[config.mk]
export PLATFORM = sky130hd
export DESIGN_NAME = gray_seq_ctrl
export DESIGN_NICKNAME = d
export VERILOG_FILES = /design/src/rtl/gray_seq_ctrl.sv
export SDC_FILE = /design/constraint.sdc
export NUM_CORES = 1
export LEC_CHECK = 0
export CORE_UTILIZATION = 40
export DETAILED_ROUTE_END_ITERATION = 12
export PLACE_DENSITY = 0.72
export SLEW_MARGIN = 0
export SYNTH_ARGS = -nofsm -noshare
export SYNTH_HDL_FRONTEND = slang
export SYNTH_SLANG_ARGS = --single-unit
[constraint.sdc]
create_clock -name clk -period 2.3 [get_ports clk]
set_clock_uncertainty 0.05 [all_clocks]
set_input_delay 0.345 -clock clk [delete_from_list [all_inputs] [get_ports clk]]
set_output_delay 0.345 -clock clk [all_outputs]
set_load 0.02 [all_outputs]
[src/rtl/gray_seq_ctrl.sv]
// Gray-code step sequencer: runs a programmable number of up/down Gray steps
// with pause (hold), abort and one-cycle done/wrap pulses.
module gray_seq_ctrl #(
    parameter int WIDTH = 4,
    parameter int CW    = 8
) (
    input  logic             clk,
    input  logic             rst,
    input  logic             start,
    input  logic             dir,
    input  logic [CW-1:0]    steps,
    input  logic             hold,
    input  logic             abort,
    output logic [WIDTH-1:0] q,
    output logic             busy,
    output logic             done,
    output logic             wrap,
    output logic [CW-1:0]    remaining
);

    typedef enum logic [1:0] {
        IDLE,
        RUN,
        PAUSE,
        DONE
    } state_t;

    localparam logic [WIDTH-1:0] B_ONE = WIDTH'(1);
    localparam logic [CW-1:0]    R_ONE = CW'(1);

    state_t           state;
    logic [WIDTH-1:0] b;
    logic [WIDTH-1:0] b_nxt;
    logic [WIDTH-1:0] g_nxt;
    logic             dir_q;
    logic             wrap_nxt;

    always_comb begin
        b_nxt    = dir_q ? (b - B_ONE) : (b + B_ONE);
        g_nxt    = b_nxt ^ (b_nxt >> 1);
        // wrap-around is the step leaving the all-ones/all-zeros end
        wrap_nxt = dir_q ? (b == '0) : (b == '1);
    end

    always_ff @(posedge clk) begin
        if (rst) begin
            state     <= IDLE;
            b         <= '0;
            q         <= '0;
            busy      <= 1'b0;
            done      <= 1'b0;
            wrap      <= 1'b0;
            remaining <= '0;
            dir_q     <= 1'b0;
        end else begin
            done <= 1'b0;
            wrap <= 1'b0;
            unique case (state)
                IDLE: begin
                    if (start) begin
                        if (steps != '0) begin
                            state     <= RUN;
                            busy      <= 1'b1;
                            dir_q     <= dir;
                            remaining <= steps;
                        end else begin
                            state <= DONE;
                            done  <= 1'b1;
                        end
                    end
                end
                RUN: begin
                    if (abort) begin
                        state     <= IDLE;
                        busy      <= 1'b0;
                        remaining <= '0;
                    end else if (hold) begin
                        state <= PAUSE;
                    end else begin
                        b         <= b_nxt;
                        q         <= g_nxt;
                        wrap      <= wrap_nxt;
                        remaining <= remaining - R_ONE;
                        if (remaining == R_ONE) begin
                            state <= DONE;
                            busy  <= 1'b0;
                            done  <= 1'b1;
                        end
                    end
                end
                PAUSE: begin
                    if (abort) begin
                        state     <= IDLE;
                        busy      <= 1'b0;
                        remaining <= '0;
                    end else if (!hold) begin
                        state <= RUN;
                    end
                end
                DONE: begin
                    state <= IDLE;
                end
                default: begin
                    state <= IDLE;
                    busy  <= 1'b0;
                end
            endcase
        end
    end

endmodule

==> metrics.txt <==
status finished clean; TritonCTS clock tree built; Worst-path clk slew 0.13 ns; Internal Power 0.894 mW; Clk pwr share 0.120; initial antenna violation count 0; critical path class flip-flop to flip-flop; Post-synth top flop dfxtp_1; Async S/R FF share, synth 0; CTS H-tree depth 1; Max Cap Violations 0; Tmin final 2.05 ns; CTS sink count 21; all-layer global routing usage 0.200; unrepaired setup endpoints after global routing no; Logic pwr share 0.553; vias per cell 5.82; Syn Nets 182; WP data required 2.49 ns; TritonCTS Buffers 3; Critical R2R Launch remaining[2]$_SDFFE_PP0P_; Post-CTS Setup Bufs 0; vias in the first global route 1201; Rows 20; Synth area leader dfxtp_1; sw power 0.691 mW; Ports 29; post-synthesis cell type count 43; Static Leak 0.661 nW; first-pass GRT wire length 5400 µm; Post-CTS Resized 0; final wirelength 3400 µm; DR pass1 iterations 5; Synthesis Warnings 0; P per Cell Area 916 nW/µm²; GRT met2 Usage 0.300; Crit Path Max Fanout 8; Diodes inserted 0; Sw Ratio 0.436; Worst-Skew Late Latency 0.32 ns; max frequency 0.488 GHz; CTS Root Cell clkbuf_4; Post-DRT Antenna Nets 0; Final Setup Violations 0; post-synthesis average cell area 8.34 µm²; Most Used Layer, Global Route met2; CP startpoint kind flip-flop; Die Ht 59.7 µm; Hold Violations, Final 0; Initial Utilization 0.430; EDFF count, synth 0; pin count of the biggest net entering global routing 14; NumNets Final 216; Period Utilization, post-route 0.891; Max VDD drop 0.000383 V; core area 3100 µm²; Finished Core Util 0.558; Post-DP HPWL 2550 µm; grt total ovfl 0; hold path startpoint q[1]$_SDFFE_PP0P_; max incr delay on CP 0.61 ns; Cell Chain, Critical Path or4_4 > or4b_1 > a21o_1 > a311oi_2; Seq cells post-synth 21; Wirelength per Cell 14.3 µm; area grow syn2layout 29.7%; Design Power 1.58 mW; Seq/Total Area, Yosys 0.315; Crit path arrival time 2.24 ns; fill count 303; DRC viols 0; Worst setup EP type flip-flop; CTS Hold Bufs 0; top post-synthesis cells by area dfxtp_1, a21oi_1, ha_1; RD Place Congestion 0.925; worst hold path class flip-flop to flip-flop; Critical Path Start remaining[2]$_SDFFE_PP0P_; clk buf depth 2; die extent in x 59.7 µm; Crit-path slowest cell or4_4; Die ar. 3570 µm²; Yosys top cell area share 0.315; grt met3 use 0.0390; M1 GR Usage 0.279; Sequential Power Share 0.328; port bufs 28; TNS Setup 0 ns; Post-Syn Area 1330 µm²; vias 1379; layout cells sized above 1 0.0829; DRT iter0 DRCs 78; max-slew violations 0; Worst Max-Slew Pin Slew 0.442 ns; Mapped Cells 160; max_slew headroom 0.704
==> path summary, 6_finish.rpt <==
| check | end | slack [ns] | cells past startpoint |
|---|---|---|---|
| max | remaining[7]$_SDFFE_PP0P_ | 0.25 | 4 |
| min | q[1]$_SDFFE_PP0P_ | 0.41 | 2 |
| max reg2reg | remaining[7]$_SDFFE_PP0P_ | 0.25 | 4 |
| min reg2reg | q[1]$_SDFFE_PP0P_ | 0.41 | 2 |
==> cell usage in the layout, fill, tap and decap left out, types with 5 or more instances in the layout <==
cell type	instances
buf_4	9
nor2_1	14
dfxtp_1	21
inv_1	7
nor3_1	5
nor2b_1	8
o31ai_1	7
nand3_1	6
clkdlybuf4s50_1	28
nand2_1	7
ha_1	7
a211oi_1	7
a21oi_1	20
==> power by group through the flow <==
stage	clock network [mW]	logic [mW]	registers, mW
final	0.189	0.875	0.520
after global routing	0.211	0.946	0.533
after CTS	0.195	0.862	0.519
after detailed placement	0	0.857	0.527
after global placement	0	0.848	0.524
after floorplan	0	0.519	0.574
==> area by class of cell <==
class | instances | area (µm²) | share of cell area
Clock buffer | 3 | 22.5 | 0.0130
Clock inverter | 1 | 5.00 | 0.00289
Inverter | 7 | 26.3 | 0.0152
Multi-Input combinational cell | 124 | 853 | 0.493
Sequential cell | 21 | 420 | 0.243
Tap cell | 44 | 55.1 | 0.0318
Timing Repair Buffer | 37 | 348 | 0.201
==> worst max-delay path: cells and delay by family (launching register included) <==
family / cells / cell delay (ns)
DFF: 1 / 0.41
and+or+nand+nor: 2 / 1.09
AOI/OAI and AO/OA: 2 / 0.43
==> sequential cells by signal, indices dropped and copies added, names as in the netlist <==
register,flops
b,3
busy,1
dir_q,1
done,1
q,4
remaining,8
state,2
wrap,1
==> cell families (layout without fill, tap and decap cells) <==
family	after synthesis	count (layout)	share of synthesized area
muxes	1	1	0.00750
xor gates and xnor gates	5	5	0.0431
and+or+nand+nor	58	58	0.237
adders and majority gates	8	8	0.0807
DFF	21	21	0.315
AOI/OAI and AO/OA	52	52	0.271
buffers and inverters	15	48	0.0450
==> per-layer routing <==
metal / vias to the layer above / routed length (µm)
li1: 670 / -
met2: 66 / 1420
met5: - / 0
met3: 14 / 286
met4: 0 / 74
met1: 629 / 1620
==> per-stage QoR <==
step                hold WS (ns)  std cells  instance area, µm²  worst slack (ns)
floorplan                  0.367        160                1330             0.319
global placement           0.389        233                1700             0.309
detailed placement         0.395        233                1700             0.269
CTS                        0.413        237                1730             0.251
global route               0.457        237                1730             0.183
finish                     0.409        237                1730             0.250
==> cells in the mapped netlist, types with 2 or more instances <==
library cell	number
a21oi_1	20
o31ai_1	7
nand2_1	7
nor4_1	4
nand2b_1	3
nor2_1	14
inv_1	7
a2bb2oi_1	2
ha_1	7
xnor2_1	4
a211oi_1	7
nor3_1	5
dfxtp_1	21
clkbuf_1	6
a41o_1	3
and3_1	2
a21o_1	2
nor2b_1	8
nand3_1	6
a31oi_1	2
No activity file was read; power rests on OpenSTA's default activity.
